==> config.mk <==
export PLATFORM = sky130hd
export DESIGN_NAME = bandai2003_unlock_host_flat
export DESIGN_NICKNAME = d
export VERILOG_FILES = /design/src/rtl/bandai2003_pkg.sv /design/src/rtl/bandai2003_unlock_host_if.sv /design/src/rtl/bandai2003_serial_rx.sv /design/src/rtl/bandai2003_unlock_host.sv /design/src/flat_wrapper.sv
export SDC_FILE = /design/constraint.sdc
export NUM_CORES = 1
export LEC_CHECK = 0
export CAP_MARGIN = 10
export CORE_MARGIN = 4
export CORE_UTILIZATION = 45
export CTS_CLUSTER_SIZE = 14
export DETAILED_ROUTE_END_ITERATION = 8
export SYNTH_ARGS = -nofsm -noshare
export SYNTH_HDL_FRONTEND = slang
export SYNTH_SLANG_ARGS = --single-unit
==> constraint.sdc <==
create_clock -name i_clk -period 4.6 [get_ports i_clk]
set_clock_uncertainty 0.05 [all_clocks]
set_input_delay 0.69 -clock i_clk [delete_from_list [all_inputs] [get_ports i_clk]]
set_output_delay 0.69 -clock i_clk [all_outputs]
set_load 0.03 [all_outputs]
==> src/rtl/bandai2003_pkg.sv <==
// Shared constants and FSM state encoding for the BANDAI2003 unlock handshake,
// used by both the console-side host and the cart-side mapper.
package bandai2003_pkg;

  localparam logic [7:0]  ADDR_ACK       = 8'h5A;
  localparam logic [7:0]  ADDR_NAK       = 8'hA5;
  localparam logic [7:0]  ADDR_NIH       = 8'hFF;
  localparam logic [15:0] UNLOCK_PATTERN = 16'h28A0;
  localparam int          FRAME_BITS     = 16;

  typedef enum logic [2:0] {
    IDLE = 3'd0,
    ACK  = 3'd1,
    NAK  = 3'd2,
    WAIT = 3'd3,
    DATA = 3'd4,
    STOP = 3'd5,
    DONE = 3'd6,
    FAIL = 3'd7
  } state_t;

endpackage

==> src/rtl/bandai2003_unlock_host_if.sv <==
// Console <-> unlock host signal bundle. Names are from the host's viewpoint:
// the host uses the slave modport, whoever drives START/SI uses master.
interface bandai2003_unlock_host_if;
  logic       i_start;
  logic       i_si;
  logic [7:0] o_addr;
  logic       o_busy;
  logic       o_unlocked;
  logic       o_fail;

  modport master (
    output i_start, i_si,
    input  o_addr, o_busy, o_unlocked, o_fail
  );

  modport slave (
    input  i_start, i_si,
    output o_addr, o_busy, o_unlocked, o_fail
  );
endinterface

==> src/rtl/bandai2003_serial_rx.sv <==
// Receive datapath for the cart SO stream: start detect, start-bit timeout,
// 16-bit LSB-first shifter and stop/pattern check, steered by the host state.
module bandai2003_serial_rx
  import bandai2003_pkg::*;
#(
  parameter logic [15:0] PATTERN = UNLOCK_PATTERN,
  parameter int          TIMEOUT = 32
) (
  input  logic   i_clk,
  input  logic   i_rst,
  input  state_t i_state,
  input  logic   i_si,
  output logic   o_start_det,
  output logic   o_data_last,
  output logic   o_frame_ok,
  output logic   o_frame_bad
);

  localparam int TW = $clog2(TIMEOUT + 1);

  logic [TW-1:0] r_tcnt;
  logic [3:0]    r_bitcnt;
  logic [15:0]   r_shreg;

  logic w_in_wait;
  logic w_in_data;
  logic w_in_stop;
  logic w_timeout;
  logic w_stop_good;

  // Outputs are combinational so the parent FSM acts on the same edge that samples SI.
  always_comb begin
    w_in_wait   = (i_state == WAIT);
    w_in_data   = (i_state == DATA);
    w_in_stop   = (i_state == STOP);
    w_timeout   = w_in_wait & i_si & (r_tcnt == TW'(TIMEOUT - 1));
    w_stop_good = w_in_stop & ~i_si & (r_shreg == PATTERN);
    o_start_det = w_in_wait & ~i_si;
    o_data_last = w_in_data & (r_bitcnt == 4'd15);
    o_frame_ok  = w_stop_good;
    o_frame_bad = w_timeout | (w_in_stop & ~w_stop_good);
  end

  // Counters only run inside their own phase, so they never exceed their range.
  always_ff @(posedge i_clk or posedge i_rst) begin
    if (i_rst) begin
      r_tcnt   <= '0;
      r_bitcnt <= 4'd0;
      r_shreg  <= 16'h0000;
    end else begin
      if (w_in_wait && i_si) begin
        r_tcnt <= r_tcnt + TW'(1);
      end else begin
        r_tcnt <= '0;
      end

      if (w_in_data) begin
        r_bitcnt <= r_bitcnt + 4'd1;
        r_shreg  <= {i_si, r_shreg[15:1]};
      end else begin
        r_bitcnt <= 4'd0;
        r_shreg  <= r_shreg;
      end
    end
  end

endmodule

==> src/rtl/bandai2003_unlock_host.sv <==
// Console-side BANDAI2003 unlock host: sends the 5Ah/A5h address unlock,
// receives and checks the cart's reply frame, retries, and reports the result.
module bandai2003_unlock_host
  import bandai2003_pkg::*;
#(
  parameter logic [7:0]  IDLE_ADDR = ADDR_NIH,
  parameter logic [15:0] PATTERN   = UNLOCK_PATTERN,
  parameter int          TIMEOUT   = 32,
  parameter int          ATTEMPTS  = 3
) (
  input logic                     i_clk,
  input logic                     i_rst,
  bandai2003_unlock_host_if.slave bus
);

  localparam int AW = $clog2(ATTEMPTS + 1);

  state_t        r_state;
  logic [AW-1:0] r_attempt;
  logic [7:0]    r_addr;
  logic          r_busy;
  logic          r_unlocked;
  logic          r_fail;

  logic          w_start_det;
  logic          w_data_last;
  logic          w_frame_ok;
  logic          w_frame_bad;
  logic [AW-1:0] w_attempt_nxt;
  logic          w_retry;

  bandai2003_serial_rx #(
    .PATTERN (PATTERN),
    .TIMEOUT (TIMEOUT)
  ) u_rx (
    .i_clk       (i_clk),
    .i_rst       (i_rst),
    .i_state     (r_state),
    .i_si        (bus.i_si),
    .o_start_det (w_start_det),
    .o_data_last (w_data_last),
    .o_frame_ok  (w_frame_ok),
    .o_frame_bad (w_frame_bad)
  );

  // The attempt counter stops at ATTEMPTS because reaching it leaves the retry loop.
  always_comb begin
    w_attempt_nxt = r_attempt + AW'(1);
    w_retry       = (w_attempt_nxt < AW'(ATTEMPTS));
  end

  // Unlock sequencer; every output is updated on the transition that selects it.
  always_ff @(posedge i_clk or posedge i_rst) begin
    if (i_rst) begin
      r_state    <= IDLE;
      r_attempt  <= '0;
      r_addr     <= IDLE_ADDR;
      r_busy     <= 1'b0;
      r_unlocked <= 1'b0;
      r_fail     <= 1'b0;
    end else if (w_frame_bad) begin
      r_attempt <= w_attempt_nxt;
      if (w_retry) begin
        // Resending the unlock pair also resynchronises a cart stuck mid-sequence.
        r_state <= ACK;
        r_addr  <= ADDR_ACK;
      end else begin
        r_state <= FAIL;
        r_addr  <= IDLE_ADDR;
        r_busy  <= 1'b0;
        r_fail  <= 1'b1;
      end
    end else begin
      case (r_state)
        IDLE: begin
          if (bus.i_start) begin
            r_state   <= ACK;
            r_attempt <= '0;
            r_addr    <= ADDR_ACK;
            r_busy    <= 1'b1;
          end
        end
        ACK: begin
          r_state <= NAK;
          r_addr  <= ADDR_NAK;
        end
        NAK: begin
          r_state <= WAIT;
          r_addr  <= IDLE_ADDR;
        end
        WAIT: begin
          if (w_start_det) begin
            r_state <= DATA;
          end
        end
        DATA: begin
          if (w_data_last) begin
            r_state <= STOP;
          end
        end
        STOP: begin
          if (w_frame_ok) begin
            r_state    <= DONE;
            r_busy     <= 1'b0;
            r_unlocked <= 1'b1;
          end
        end
        DONE: begin
          r_state <= DONE;
        end
        FAIL: begin
          if (bus.i_start) begin
            r_state   <= ACK;
            r_attempt <= '0;
            r_addr    <= ADDR_ACK;
            r_busy    <= 1'b1;
            r_fail    <= 1'b0;
          end
        end
        default: begin
          r_state <= IDLE;
          r_addr  <= IDLE_ADDR;
          r_busy  <= 1'b0;
        end
      endcase
    end
  end

  assign bus.o_addr     = r_addr;
  assign bus.o_busy     = r_busy;
  assign bus.o_unlocked = r_unlocked;
  assign bus.o_fail     = r_fail;

endmodule

==> src/flat_wrapper.sv <==
// flat-port wrapper written by rule: the top's interface ports become plain ports
module bandai2003_unlock_host_flat import bandai2003_pkg::*;
#(
  parameter logic [7:0]  IDLE_ADDR = ADDR_NIH,
  parameter logic [15:0] PATTERN   = UNLOCK_PATTERN,
  parameter int          TIMEOUT   = 32,
  parameter int          ATTEMPTS  = 3
)
  (i_clk, i_rst, bus_i_start, bus_i_si, bus_o_addr, bus_o_busy, bus_o_unlocked, bus_o_fail);
  bandai2003_unlock_host_if bus_i ();
  input logic i_clk;
  input logic i_rst;
  input wire logic [$bits(bus_i.i_start)-1:0] bus_i_start;
  input wire logic [$bits(bus_i.i_si)-1:0] bus_i_si;
  output wire logic [$bits(bus_i.o_addr)-1:0] bus_o_addr;
  output wire logic [$bits(bus_i.o_busy)-1:0] bus_o_busy;
  output wire logic [$bits(bus_i.o_unlocked)-1:0] bus_o_unlocked;
  output wire logic [$bits(bus_i.o_fail)-1:0] bus_o_fail;
  assign bus_i.i_start = bus_i_start;
  assign bus_i.i_si = bus_i_si;
  assign bus_o_addr = bus_i.o_addr;
  assign bus_o_busy = bus_i.o_busy;
  assign bus_o_unlocked = bus_i.o_unlocked;
  assign bus_o_fail = bus_i.o_fail;
  bandai2003_unlock_host #(.IDLE_ADDR(IDLE_ADDR), .PATTERN(PATTERN), .TIMEOUT(TIMEOUT), .ATTEMPTS(ATTEMPTS)) u_core (.i_clk(i_clk), .i_rst(i_rst), .bus(bus_i));
endmodule
==> results of run 1 <==
[cells in the mapped netlist]
library cell	instances
or4b_4	1
buf_4	7
mux2i_1	4
o211ai_1	1
xor2_1	3
a21oi_1	4
xnor2_1	3
nor3_1	1
nor2b_1	1
o21ai_1	2
ha_1	7
nor2_1	15
nand2b_1	3
nand4_1	1
nand2_1	12
buf_6	1
nor4b_1	2
o31ai_1	4
or3_1	1
o21ai_4	1
a211oi_1	1
a21o_1	1
and4_1	1
mux2_2	16
inv_1	9
or2b_1	1
a22oi_1	1
o31a_1	2
nand3_1	3
or4_4	1
and3_1	3
dfstp_2	2
a31oi_1	4
nor4_1	1
clkbuf_1	2
dfrtp_1	34
nor4_2	1
or4b_1	1
nand3b_1	1
o21ai_0	2
[placed cells by master (no fill, tap or decap), types with 4 or more instances in the layout]
master           count
inv_1                9
clkdlybuf4s50_1     14
nand2_1             12
a21oi_1              4
mux2_2              16
mux2i_1              4
ha_1                 7
nor2_1              15
clkbuf_8             6
o31ai_1              4
a31oi_1              4
dfrtp_1             34
[worst register-to-register path: stages, from the launching register on]
cell     delay (ns)
dfrtp_1        0.38
inv_1          0.09
ha_1           0.30
nand2_1        0.60
a31oi_1        0.16
or4b_1         0.51
a31oi_1        0.19
[power groups by stage]
stage                     registers, W  clock network [W]  logic (W)
after global placement        0.000452                  0   0.000439
after CTS                     0.000452           0.000232   0.000452
final                         0.000452           0.000225   0.000449
after detailed placement      0.000458                  0   0.000447
after floorplan               0.000469                  0   0.000330
after global routing          0.000465           0.000248   0.000499
[cells by family after synthesis]
logic type | share of synthesized area [%]
AOI/OAI and AO/OA | 8.83
xor gates and xnor gates | 2.92
adders and majority gates | 4.86
buffers and inverters | 5.84
DFF | 50.2
muxes | 12.2
and+or+nand+nor | 15.1
[through the flow]
| stage | hold slack, ns | cell area [µm²] |
|---|---|---|
| global placement | 0.399 | 1940 |
| global route | 0.446 | 2030 |
| floorplan | 0.382 | 1800 |
| finish | 0.410 | 2030 |
| CTS | 0.412 | 2030 |
| detailed placement | 0.402 | 1940 |
[final cells by class]
cell class	instances	area [µm²]	share of cell area, %
clock buffer	8	90.1	4.44
inverter	9	33.8	1.67
multi-input combinational	106	792	39.1
sequential	36	903	44.6
tap	48	60.1	2.96
timing repair buffer	15	148	7.28
[routing by layer]
layer  vias to the layer above  GRT usage [%]
li1                        586              -
met4                         0           5.43
met3                         8           4.77
met1                       587           19.2
met5                         -              0
met2                        20           22.0
[worst max path at each step]
stage | start | endpoint | slack (ns) | cells past startpoint
floorplan | u_core.u_rx.r_shreg[2]$_DFFE_PP0P_ | u_core.bus.o_fail$_DFFE_PP0P_ | 2.66 | 4
global placement | bus_i_si | u_core.bus.o_fail$_DFFE_PP0P_ | 2.08 | 5
detailed placement | bus_i_si | u_core.bus.o_fail$_DFFE_PP0P_ | 2.01 | 5
CTS | u_core.r_state[0]$_DFFE_PP0P_ | u_core.r_state[1]$_DFFE_PP0P_ | 2.22 | 6
global route | u_core.r_state[1]$_DFFE_PP0P_ | u_core.r_state[1]$_DFFE_PP0P_ | 1.98 | 6
finish | u_core.r_state[0]$_DFFE_PP0P_ | u_core.r_state[1]$_DFFE_PP0P_ | 2.24 | 6
[sequential cells by signal (all words and copies together) (netlist names)]
| register | flops |
|---|---|
| u_core.u_rx.r_shreg | 16 |
| u_core.r_attempt | 2 |
| u_core.bus.o_addr | 2 |
| u_core.r_state | 3 |
| u_core.u_rx.r_tcnt | 6 |
| u_core.bus.o_unlocked | 1 |
| u_core.bus.o_fail | 1 |
| u_core.u_rx.r_bitcnt | 4 |
| u_core.bus.o_busy | 1 |
==> flow_summary_export.csv, run 1 <==
group,metric,value,unit
timing,setup_viol,0,
hold_path,hp-class,"reg -> reg",
place,io_buffers,14,
worst_setup_path,crit_slowest_cell,"nand2_1",
clocking,cts_sinks,36,
routing,drtPass1Iterations,4,
routing,ant_nets,0,
routing,wl_met1,1480,µm
cells_and_area,finish.utilization,53.7,%
timing,worst_slack,2.24,ns
worst_setup_path,cpPeakStageDelay,0.60,ns
routing,route.detailed.drc,0,
power_and_ir_drop,clkPwrFrac,20.0,%
synth,syn_inst,161,
timing,fin_setup_tns,0,ns
timing,tightest_slew,0.746,ns
run,drv_cap,0,
synth,yosysWarningCount,0,
clocking,numCtsBuffers,5,
die,core_area,3770,µm²
clocking,htreeDepth,2,
synth,avgSynthCellArea,11.2,µm²
power_and_ir_drop,switching_power,0.000416,W
synth,synth_nets,172,
die,die_w,71.3,µm
global_route,grt_pass1_vias,1284,
global_route,grt_pass1_wl,5840,µm
synth,synth_top_area_share,47.3,%
worst_setup_path,path_max_fanout,21,
routing,route.met2.wl,1540,µm
cells_and_area,area_growth,12.6,%
clocking,cts_tree,"done",
worst_setup_path,cpMostUsedCell,"a31oi_1",
timing,slew_violations,0,
hold_path,hold_end,"u_core.u_rx.r_bitcnt[0]$_DFF_PP0_",
routing,dr_total_vias,1201,
worst_setup_path,crit_type,"reg -> reg",
clocking,cts-root-buf,"clkbuf_8",
power_and_ir_drop,internal-power,0.000709,W
synth,synth_area_leader_cell,"dfrtp_1",
power_and_ir_drop,total_leakage_power,0.947,nW
worst_setup_path,r2r_start,"u_core.r_state[0]$_DFFE_PP0P_",
clocking,clk_pin_slew_worst_paths,0.07,ns
worst_setup_path,endpoint_kind,"flop",
place,pre_cts_ws,2.01,ns
power_and_ir_drop,swShare,37.0,%
worst_setup_path,required,4.75,ns
worst_setup_path,cpLargestDelayFamily,"simple AND/OR/NAND/NOR gates",
worst_setup_path,rr_endpoint,"u_core.r_state[1]$_DFFE_PP0P_",
power_and_ir_drop,combPwrFrac,39.9,%
place,hpwl,2330,µm
die,pin_count,15,
synth,synth_seq_cells,36,
die,dieArea,5080,µm²
worst_setup_path,path_cells,"inv_1 -> ha_1 -> nand2_1 -> a31oi_1 -> or4b_1 -> a31oi_1",
worst_setup_path,cp.arrival,2.51,ns
power_and_ir_drop,power_density,555,nW/µm²
global_route,grtUsageTotal,14.5,%
synth,synth_seq_area_share,50.2,%
place,dp_cells,214,
cells_and_area,nets,184,
die,initial_core_util,47.7,%
global_route,grt_max_degree,37,
run_status,status,"finished clean",
timing,hold_violations,0,
clocking,max-clock-path-buffers,2,
routing,wl_per_cell,14.5,µm
global_route,antenna_found_initial,0,
die,num_rows,22,
power_and_ir_drop,power,0.00113,W
routing,viasPerCell,5.41,
global_route,overflow,0,
worst_setup_path,ff2ff_setup_slack,2.24,ns
hold_path,holdCritStartpoint,"u_core.u_rx.r_bitcnt[0]$_DFF_PP0_",
timing,period_share,51.2,%
clocking,post_cts_resized,0,
cells_and_area,antenna_cells,0,
routing,drt-initial-drc-count,68,
place,place.gp.congestion,0.762,
die,die_h,71.3,µm
synth,yosys-top-cells-area,"dfrtp_1 47%, mux2_2 10%, ha_1 4.9%",
cells_and_area,final_cells,222,
worst_setup_path,ff2ff_path_depth,6,
routing,routed-wl-met3,110,µm
clocking,clk_latency,0.28,ns
cells_and_area,drive_above_1_share,16.7,%
hold_path,holdPathStages,1,
power_and_ir_drop,vdd_drop_max,260,µV
timing,grt_setup_unrepaired,"no",
timing,relSlewSlack,50.2,%
power_and_ir_drop,p_seq_share,40.1,%
routing,highest_layer,"met4",
synth,netlist_area,1800,µm²
clocking,postCtsSetupBuffers,0,
worst_setup_path,crit_buf_inv,1,
synth,yosysUniqueCellTypes,40,
timing,fin_crit,2.36,ns
cells_and_area,fill_cells,331,
routing,wl,3210,µm
timing,max_clock_freq,0.425,GHz
worst_setup_path,critPathLaunchType,"flop",
clocking,postCtsHoldBufs,0,
Power figures use the tool's default switching activity.
==> inputs of run 2 (changes only) <==
--- a/config.mk
+++ b/config.mk
@@ -10,6 +10,7 @@
 export CORE_UTILIZATION = 45
 export CTS_CLUSTER_SIZE = 14
 export DETAILED_ROUTE_END_ITERATION = 8
+export PLACE_DENSITY = 0.67
 export SYNTH_ARGS = -nofsm -noshare
 export SYNTH_HDL_FRONTEND = slang
 export SYNTH_SLANG_ARGS = --single-unit
==> constraint.sdc (replaced) <==
create_clock -name i_clk -period 2 [get_ports i_clk]
set_clock_uncertainty 0.05 [all_clocks]
set_input_delay 0.3 -clock i_clk [delete_from_list [all_inputs] [get_ports i_clk]]
set_output_delay 0.3 -clock i_clk [all_outputs]
set_load 0.03 [all_outputs]
==> flow_summary_export.csv, run 2 (same netlist as run 1, synthesis figures left out) <==
group,metric,value,unit
power_and_ir_drop,combPwrFrac,39.2,%
die,die_w,71.3,µm
routing,drt-initial-drc-count,82,
hold_path,hp-class,"in -> async",
timing,slew_violations,0,
clocking,cts_sinks,36,
global_route,grt_max_degree,37,
power_and_ir_drop,swShare,34.8,%
die,pin_count,15,
cells_and_area,largest_reg_flops,16,
cells_and_area,top_regs,"u_core.u_rx.r_shreg x16, u_core.u_rx.r_tcnt x6, u_core.u_rx.r_bitcnt x4",
power_and_ir_drop,vdd_drop_max,729,µV
cells_and_area,drive_above_1_share,24.5,%
timing,hold_violations,0,
clocking,numCtsBuffers,5,
timing,setup_viol,0,
global_route,grtUsageTotal,14.5,%
clocking,cts-root-buf,"clkbuf_8",
die,dieArea,5080,µm²
routing,wl,3300,µm
cells_and_area,nets,198,
die,core_area,3770,µm²
routing,route.detailed.drc,0,
worst_setup_path,endpoint_kind,"flop",
global_route,overflow,0,
die,num_rows,22,
run,drv_cap,0,
global_route,grt_pass1_wl,5700,µm
place,place.gp.congestion,0.843,
worst_setup_path,crit_buf_inv,1,
cells_and_area,antenna_cells,0,
cells_and_area,area_growth,20.7,%
cells_and_area,largest_register,"u_core.u_rx.r_shreg",
power_and_ir_drop,power_density,1300,nW/µm²
power_and_ir_drop,switching_power,0.000982,W
clocking,cts_tree,"done",
run_status,status,"finished clean",
timing,worst_slack,0.0548,ns
worst_setup_path,required,2.12,ns
worst_setup_path,crit_slowest_cell,"or4b_4",
global_route,grt_pass1_vias,1251,
global_route,antenna_found_initial,0,
routing,viasPerCell,5.32,
timing,max_clock_freq,0.514,GHz
timing,tightest_slew,0.448,ns
worst_setup_path,cpLargestDelayFamily,"simple AND/OR/NAND/NOR gates",
clocking,postCtsHoldBufs,0,
worst_setup_path,cpPeakStageDelay,0.53,ns
worst_setup_path,ff2ff_setup_slack,0.05,ns
worst_setup_path,crit_type,"reg -> reg",
cells_and_area,fill_cells,305,
place,hpwl,2440,µm
routing,dr_total_vias,1256,
worst_setup_path,path_cells,"or4b_4 -> or4_4 -> o211ai_1 -> buf_4 -> a22oi_1",
power_and_ir_drop,total_leakage_power,1.04,nW
clocking,max-clock-path-buffers,2,
power_and_ir_drop,power,0.00282,W
power_and_ir_drop,p_seq_share,36.1,%
worst_setup_path,critPathLaunchType,"flop",
die,die_h,71.3,µm
timing,relSlewSlack,70.1,%
routing,drtPass1Iterations,4,
clocking,clk_pin_slew_worst_paths,0.07,ns
die,initial_core_util,47.7,%
place,io_buffers,14,
timing,grt_setup_unrepaired,"yes",
cells_and_area,final_cell_mix,"34 x dfrtp_1, 16 x mux2_2, 15 x nor2_1, 15 x buf_4, 14 x clkdlybuf4s50_1",
worst_setup_path,cp.arrival,2.07,ns
cells_and_area,layout_commonest_cell,"dfrtp_1",
timing,fin_crit,1.95,ns
power_and_ir_drop,clkPwrFrac,24.7,%
clocking,clk_latency,0.29,ns
clocking,htreeDepth,2,
timing,period_share,97.3,%
place,pre_cts_ws,-0.0467,ns
routing,ant_nets,0,
worst_setup_path,path_max_fanout,3,
routing,wl_per_cell,14.0,µm
power_and_ir_drop,internal-power,0.00184,W
==> run 2: changes by cell type in the layout (fill, tap and decap cells not counted) <==
cell	previous run	this run
buf_4	1	15
clkbuf_1	2	0
bufinv_16	0	1
clkbuf_8	6	7
o31ai_1	4	3
o31ai_2	0	1
==> run 2: path summary, 6_finish.rpt <==
path | start | end | cells after the start
max in group asynchronous | i_rst | u_core.bus.o_addr[6]$_DFFE_PP1P_ | 3
min reg2reg | u_core.bus.o_unlocked$_DFFE_PP0P_ | u_core.bus.o_unlocked$_DFFE_PP0P_ | 1
max | u_core.u_rx.r_shreg[3]$_DFFE_PP0P_ | u_core.bus.o_fail$_DFFE_PP0P_ | 5
min in group i_clk | u_core.bus.o_unlocked$_DFFE_PP0P_ | u_core.bus.o_unlocked$_DFFE_PP0P_ | 1
max reg2reg | u_core.u_rx.r_shreg[3]$_DFFE_PP0P_ | u_core.bus.o_fail$_DFFE_PP0P_ | 5
min | i_rst | u_core.u_rx.r_tcnt[5]$_DFF_PP0_ | 3
==> run 2: through the flow <==
stage	hold slack [ns]	area, µm²	utilization (%)	cells	setup TNS (ns)
2_1_floorplan	0.382	1800	-	161	0
3_5_place_dp	0.397	2030	53.7	226	-0.110
4_1_cts	0.374	2160	57.3	235	0
6_report	0.354	2170	57.6	236	0
3_3_place_gp	0.392	2030	53.7	226	0
5_1_grt	0.415	2170	57.6	236	-0.0415
==> run 2: power groups by stage <==
stage | logic [W] | clock network, W | registers (W)
2_1_floorplan | 0.000759 | 0 | 0.00108
3_3_place_gp | 0.00108 | 0 | 0.00102
3_5_place_dp | 0.00111 | 0 | 0.00103
4_1_cts | 0.00111 | 0.000717 | 0.00102
5_1_grt | 0.00122 | 0.000742 | 0.00105
6_report | 0.00111 | 0.000699 | 0.00102
==> run 2: worst reg2reg max path: cells and delay by family (launching register included) <==
family	cells	cell delay, ns
and+or+nand+nor	2	0.98
DFF	1	0.39
AOI/OAI and AO/OA	2	0.26
buffers and inverters	1	0.16
==> run 2: layout make-up <==
type,count,area (µm²),area share (%)
tap,48,60.1,2.76
clock inverter,1,30.0,1.38
inverter,9,33.8,1.55
sequential,36,903,41.6
clock buffer,7,96.3,4.43
timing repair buffer,29,253,11.6
multi-input combinational,106,797,36.7
==> run 2: timing repair <==
action | 4_1_cts | 5_1_grt
endpoints found under the setup margin | 4 | 5
pin swaps | 3 | 1
resized for setup | 0 | 1
setup buffers | 1 | 1
==> run 2: routing by layer <==
layer | routed length [µm] | global-route usage [%] | up-vias
met3 | 139 | 4.35 | 6
met4 | 72 | 6.26 | 0
met1 | 1470 | 17.2 | 612
met2 | 1620 | 24.3 | 26
met5 | 0 | 0 | -
li1 | - | - | 612
==> inputs of run 3 (changes only) <==
==> constraint.sdc (replaced) <==
create_clock -name i_clk -period 1.6 [get_ports i_clk]
set_clock_uncertainty 0.05 [all_clocks]
set_input_delay 0.24 -clock i_clk [delete_from_list [all_inputs] [get_ports i_clk]]
set_output_delay 0.24 -clock i_clk [all_outputs]
set_load 0.03 [all_outputs]
==> flow_summary_export.csv, run 3 (same netlist as run 1, synthesis figures left out) <==
group,metric,value,unit
clocking,clk_pin_slew_worst_paths,0.07,ns
worst_setup_path,crit_slowest_cell,"or4b_4",
power_and_ir_drop,power,0.00341,W
place,io_buffers,14,
die,dieArea,5080,µm²
power_and_ir_drop,internal-power,0.00216,W
worst_setup_path,r2r_start,"u_core.u_rx.r_shreg[3]$_DFFE_PP0P_",
timing,slew_violations,0,
die,initial_core_util,47.7,%
worst_setup_path,crit_type,"reg -> reg",
hold_path,hp-class,"in -> async",
worst_setup_path,ff2ff_path_depth,4,
global_route,grt_pass1_wl,5950,µm
cells_and_area,layout_commonest_cell,"dfrtp_1",
routing,drt-initial-drc-count,54,
run,drv_cap,0,
clocking,htreeDepth,2,
power_and_ir_drop,switching_power,0.00124,W
place,pre_cts_ws,-0.409,ns
worst_setup_path,cp.arrival,2.12,ns
clocking,cts_sinks,36,
cells_and_area,top_regs,"u_core.u_rx.r_shreg x16, u_core.u_rx.r_tcnt x6, u_core.u_rx.r_bitcnt x4",
timing,period_share,123,%
timing,worst_slack,-0.362,ns
die,pin_count,15,
run_status,status,"complete, but fails checks",
worst_setup_path,endpoint_kind,"flop",
routing,ant_nets,0,
clocking,max-clock-path-buffers,2,
timing,hold_violations,0,
worst_setup_path,path_max_fanout,6,
cells_and_area,area_growth,28.1,%
global_route,grt_pass1_vias,1378,
clocking,clk_latency,0.29,ns
global_route,grt_max_degree,37,
power_and_ir_drop,power_density,1480,nW/µm²
routing,dr_total_vias,1316,
cells_and_area,largest_register,"u_core.u_rx.r_shreg",
timing,fin_crit,1.96,ns
die,die_w,71.3,µm
power_and_ir_drop,vdd_drop_max,683,µV
clocking,cts-root-buf,"clkbuf_8",
global_route,antenna_found_initial,0,
timing,grt_setup_unrepaired,"yes",
routing,drtPass1Iterations,4,
timing,hold-worst-slack,0.241,ns
cells_and_area,nets,217,
die,die_h,71.3,µm
clocking,numCtsBuffers,5,
place,hpwl,2580,µm
cells_and_area,largest_reg_flops,16,
worst_setup_path,rr_endpoint,"u_core.r_attempt[0]$_DFFE_PP0P_",
routing,wl,3340,µm
die,core_area,3770,µm²
worst_setup_path,critPathLaunchType,"flop",
routing,route.detailed.drc,0,
worst_setup_path,required,1.76,ns
place,place_area,2190,µm²
timing,tightest_slew,0.380,ns
power_and_ir_drop,total_leakage_power,1.13,nW
global_route,grtUsageTotal,15.2,%
cells_and_area,antenna_cells,0,
worst_setup_path,cpPeakStageDelay,0.53,ns
power_and_ir_drop,combPwrFrac,43.6,%
cells_and_area,drive_above_1_share,31.4,%
timing,setup_viol,10,
global_route,overflow,0,
cells_and_area,final_cell_mix,"34 x dfrtp_1, 32 x buf_4, 16 x mux2_2",
place,place.gp.congestion,0.843,
cells_and_area,final_area,2310,µm²
routing,viasPerCell,5.16,
worst_setup_path,path_cells,"or4b_4 -> or4_4 -> o21ai_4 -> mux2i_1",
run_status,violations,"setup timing",
worst_setup_path,ff2ff_setup_slack,-0.36,ns
worst_setup_path,startpoint,"u_core.u_rx.r_shreg[3]$_DFFE_PP0P_",
power_and_ir_drop,p_seq_share,37.2,%
power_and_ir_drop,swShare,36.5,%
timing,relSlewSlack,74.3,%
routing,wl_per_cell,13.1,µm
die,num_rows,22,
cells_and_area,final_cells,255,
place,dp_cells,245,
clocking,cts_tree,"done",
timing,max_clock_freq,0.510,GHz
power_and_ir_drop,clkPwrFrac,19.2,%
run 3: cell types whose count changed in the layout (fill, tap and decap cells not counted), moves of 2 or more:
cell             before  now
buf_4                15   32
clkdlybuf4s50_1      14    3
dlygate4sd2_1         0   10
buf_12                0    2
run 3: worst max path at each step:
stage                                 endpoint  cells past startpoint
5_1_grt        u_core.r_attempt[1]$_DFFE_PP0P_                      4
4_1_cts        u_core.r_attempt[0]$_DFFE_PP0P_                      4
3_3_place_gp     u_core.bus.o_fail$_DFFE_PP0P_                      4
2_1_floorplan    u_core.bus.o_fail$_DFFE_PP0P_                      4
3_5_place_dp   u_core.r_attempt[0]$_DFFE_PP0P_                      4
6_report       u_core.r_attempt[0]$_DFFE_PP0P_                      4
run 3: critical path, delay by kind of cell (launching register included):
family | cells | cell delay [ns]
flip-flops | 1 | 0.38
AO/OA/AOI/OAI | 1 | 0.26
multiplexers | 1 | 0.21
AND/OR/NAND/NOR | 2 | 0.98
run 3: power groups by stage:
stage	Clock (W)	Combinational (W)	Sequential [W]
floorplan	0	0.000952	0.00135
global placement	0	0.00150	0.00127
detailed placement	0	0.00155	0.00129
CTS	0.000679	0.00149	0.00127
global route	0.000738	0.00164	0.00129
finish	0.000655	0.00149	0.00127
run 3: metrics by stage:
stage | util (%) | TNS, ns
finish | 61.1 | -2.78
global route | 61.1 | -3.49
CTS | 60.8 | -3.21
detailed placement | 58.0 | -4.20
global placement | 58.0 | -3.09
floorplan | - | -2.35
run 3: cell type report:
type / count / area, µm²
Fill cell: 315 / 1470
Inverter: 9 / 33.8
Timing Repair Buffer: 48 / 408
Multi-Input combinational cell: 106 / 807
Clock buffer: 7 / 86.3
Sequential cell: 36 / 903
Clock inverter: 1 / 7.51
Tap cell: 48 / 60.1
run 3: what timing repair did:
| action | CTS | global route |
|---|---|---|
| buffers inserted | 1 | 1 |
| pin swaps | 3 | 3 |
| endpoints found under the setup margin | 36 | 13 |
| hold endpoints to repair | 0 | 0 |
| hold buffers | 0 | 0 |
| resized for setup | 15 | 2 |
run 3: routing by layer:
layer  GRT usage (%)  part of all wire [%]  up-vias
met1            17.8                    44      647
met4            6.89                   2.0        0
met5               0                     0        -
met2            25.3                    50       18
li1                -                     -      645
met3            5.19                   4.2        6
==> variant: new RTL, settings of run 1 <==
`ATTEMPTS` is set to 3 in 2 places; all go to 6.
--- a/src/rtl/bandai2003_unlock_host.sv
+++ b/src/rtl/bandai2003_unlock_host.sv
@@ -7,5 +7,5 @@
   parameter logic [15:0] PATTERN   = UNLOCK_PATTERN,
   parameter int          TIMEOUT   = 32,
-  parameter int          ATTEMPTS  = 3
+  parameter int          ATTEMPTS  = 6
 ) (
   input logic                     i_clk,
--- a/src/flat_wrapper.sv
+++ b/src/flat_wrapper.sv
@@ -5,5 +5,5 @@
   parameter logic [15:0] PATTERN   = UNLOCK_PATTERN,
   parameter int          TIMEOUT   = 32,
-  parameter int          ATTEMPTS  = 3
+  parameter int          ATTEMPTS  = 6
 )
   (i_clk, i_rst, bus_i_start, bus_i_si, bus_o_addr, bus_o_busy, bus_o_unlocked, bus_o_fail);
Behaviour: same outputs for any inputs over 10 cycles, from zero or initial values and one cycle with i_rst high; that may be too few to reach the edited logic, so the function may still have changed.
==> variant against run 1 <==
- worst setup slack worse by 150 ps
- cell area is 3.0% higher
- area after synthesis is 2.8% higher
- worst hold slack better by 3.8 ps
- critical path type unchanged
- sequential share of layout area is 0.11 points lower
- combinational power is 14% higher
- wire length is 2.9% higher
- sequential cell count is 1 higher
- power is 14% higher
- clock power is 28% higher
- critical endpoint is now u_core.r_state[0]$_DFFE_PP0P_
- core utilization is 1.5 points lower
==> variant: results (changes against run 1) <==
Antenna Cells 0 (unchanged); Port-buffer cells 14 (unchanged); CTS Buf Count 5 (unchanged); worst reg2reg path endpoint u_core.r_state[0]$_DFFE_PP0P_; Area after DPL 1970 um2 (+1.8%); met2 usage 0.247 (+0.0263); Placement Setup Slack 1820 ps (-189 ps); metal1 wirelength 1470 um (-0.81%); RePlAce Congestion 0.835 (+9.6%); initial antenna violation count 0 (unchanged); hold depth 1 (unchanged); status finished, final reports clean; clk_lat worst skew 280 ps (about the same); final net count 186 (+1.1%); routed vias 1252 (+4.2%); Routed Wire Length 3310 um (+2.9%); top post-synthesis cells by area dfrtp_1 (47%), mux2_2 (9.7%), ha_1 (4.7%); Clock Path Buffers 2 (unchanged); Ys Warns 0 (unchanged); reg2reg setup slack 2100 ps (-150 ps); Slowest cell on crit path nand2_1; hold endpoint u_core.u_rx.r_tcnt[0]$_DFF_PP0_; placed cells 218 (+1.9%); slowest stage delay, CP 610 ps; min-delay worst type reg2reg; PostCTS Resize Cnt 0 (unchanged); FILL cells 353 (+6.6%); most frequent cells after synthesis dfrtp_1 (35), mux2_2 (16), nand2_1 (13), nor2_1 (11); root buf cell clkbuf_8; clock slew at reported path FFs about 80 ps; WHS 413 ps (+3.83 ps); ys async rst share 1.00 (unchanged); Final HPWL DP 2380 um (+2.4%); met1 Usage GRT 0.157 (-0.0355); Worst VDD drop 0.248 mV (-4.9%); H-tree depth 2 (unchanged); Arrival @ worst endpoint 2590 ps (+80 ps); gr usage total 0.138 (-0.00698); first-pass GRT wire length 5620 um (-3.7%); WL met3 116 um (+5.5%); largest net degree at the start of global routing 38 (+2.7%); Mapped Cells 166 (+3.1%); Routed WL per cell 14.6 um (+1.0%); Post-CTS Setup Repair Bufs 0 (unchanged); drt initial violations 69 (+1.5%); layout cells sized above 1 0.193 (+0.0265); met3 Use GR 0.0374 (-0.0103); drt pass-1 iters 4 (unchanged); Least-Margin Pin Slew 766 ps (+20.7 ps); critical path peak fanout 20 (-4.8%); Net Count, Synth 177 (+2.9%); Hold Crit Start u_core.u_rx.r_tcnt[0]$_DFF_PP0_; P_leak 0.955 nW (+0.82%); r2r startpoint u_core.r_state[1]$_DFFE_PP0P_; Met2 Wirelength 1650 um (+7.6%); sequential cell area fraction in the yosys report 0.502 (about the same); top flop regs u_core.u_rx.r_shreg: 16 flops, u_core.u_rx.r_tcnt: 6 flops, u_core.u_rx.r_bitcnt: 4 flops; worst r2r path cells 7 (+1); Unique masters post-synth 45 (+13%)
## variant: cell count changes after synthesis, moves of 3 or more
| cell | change |
|---|---|
| clkbuf_1 | +3 |
| o21ai_0 | +3 |
| nor2_1 | -4 |
| nand3_1 | +5 |
## variant: kinds of logic (layout without fill, tap and decap cells)
logic type | count (synthesis) | after routing | share of synthesized area
simple gates | 48 | 48 | 0.139
flops | 37 | 37 | 0.502
compound gates | 29 | 29 | 0.111
buf+inv | 21 | 31 | 0.0642
mux | 18 | 18 | 0.108
fa+ha+maj | 7 | 7 | 0.0473
xor+xnor | 6 | 6 | 0.0284
## variant: worst max-delay path by stage
stage               cells past startpoint                          start                                  end  slack, ps
floorplan                               7  u_core.r_state[1]$_DFFE_PP0P_  u_core.u_rx.r_shreg[10]$_DFFE_PP0P_       2500
global placement                        6                       bus_i_si     u_core.bus.o_addr[5]$_DFFE_PP1P_       1880
detailed placement                      6                       bus_i_si     u_core.bus.o_addr[5]$_DFFE_PP1P_       1820
CTS                                     7  u_core.r_state[1]$_DFFE_PP0P_        u_core.r_state[0]$_DFFE_PP0P_       2090
global route                            7  u_core.r_state[1]$_DFFE_PP0P_        u_core.r_state[0]$_DFFE_PP0P_       1910
finish                                  7  u_core.r_state[1]$_DFFE_PP0P_        u_core.r_state[0]$_DFFE_PP0P_       2100
## variant: final cells by class
class | instances | area, um2 | area share
flip-flops and latches | 37 | 928 | 0.445
inverters | 8 | 30.0 | 0.0144
clock buffers | 7 | 86.3 | 0.0413
repair buffers | 15 | 148 | 0.0707
clock inverters | 1 | 30.0 | 0.0144
well taps | 50 | 62.6 | 0.0300
multi-input cells | 108 | 803 | 0.385
## variant: report_power, final
| part | internal, mW | switching (mW) |
|---|---|---|
| clock network | 0.177 | 0.110 |
| logic | 0.229 | 0.283 |
| registers | 0.407 | 0.0752 |
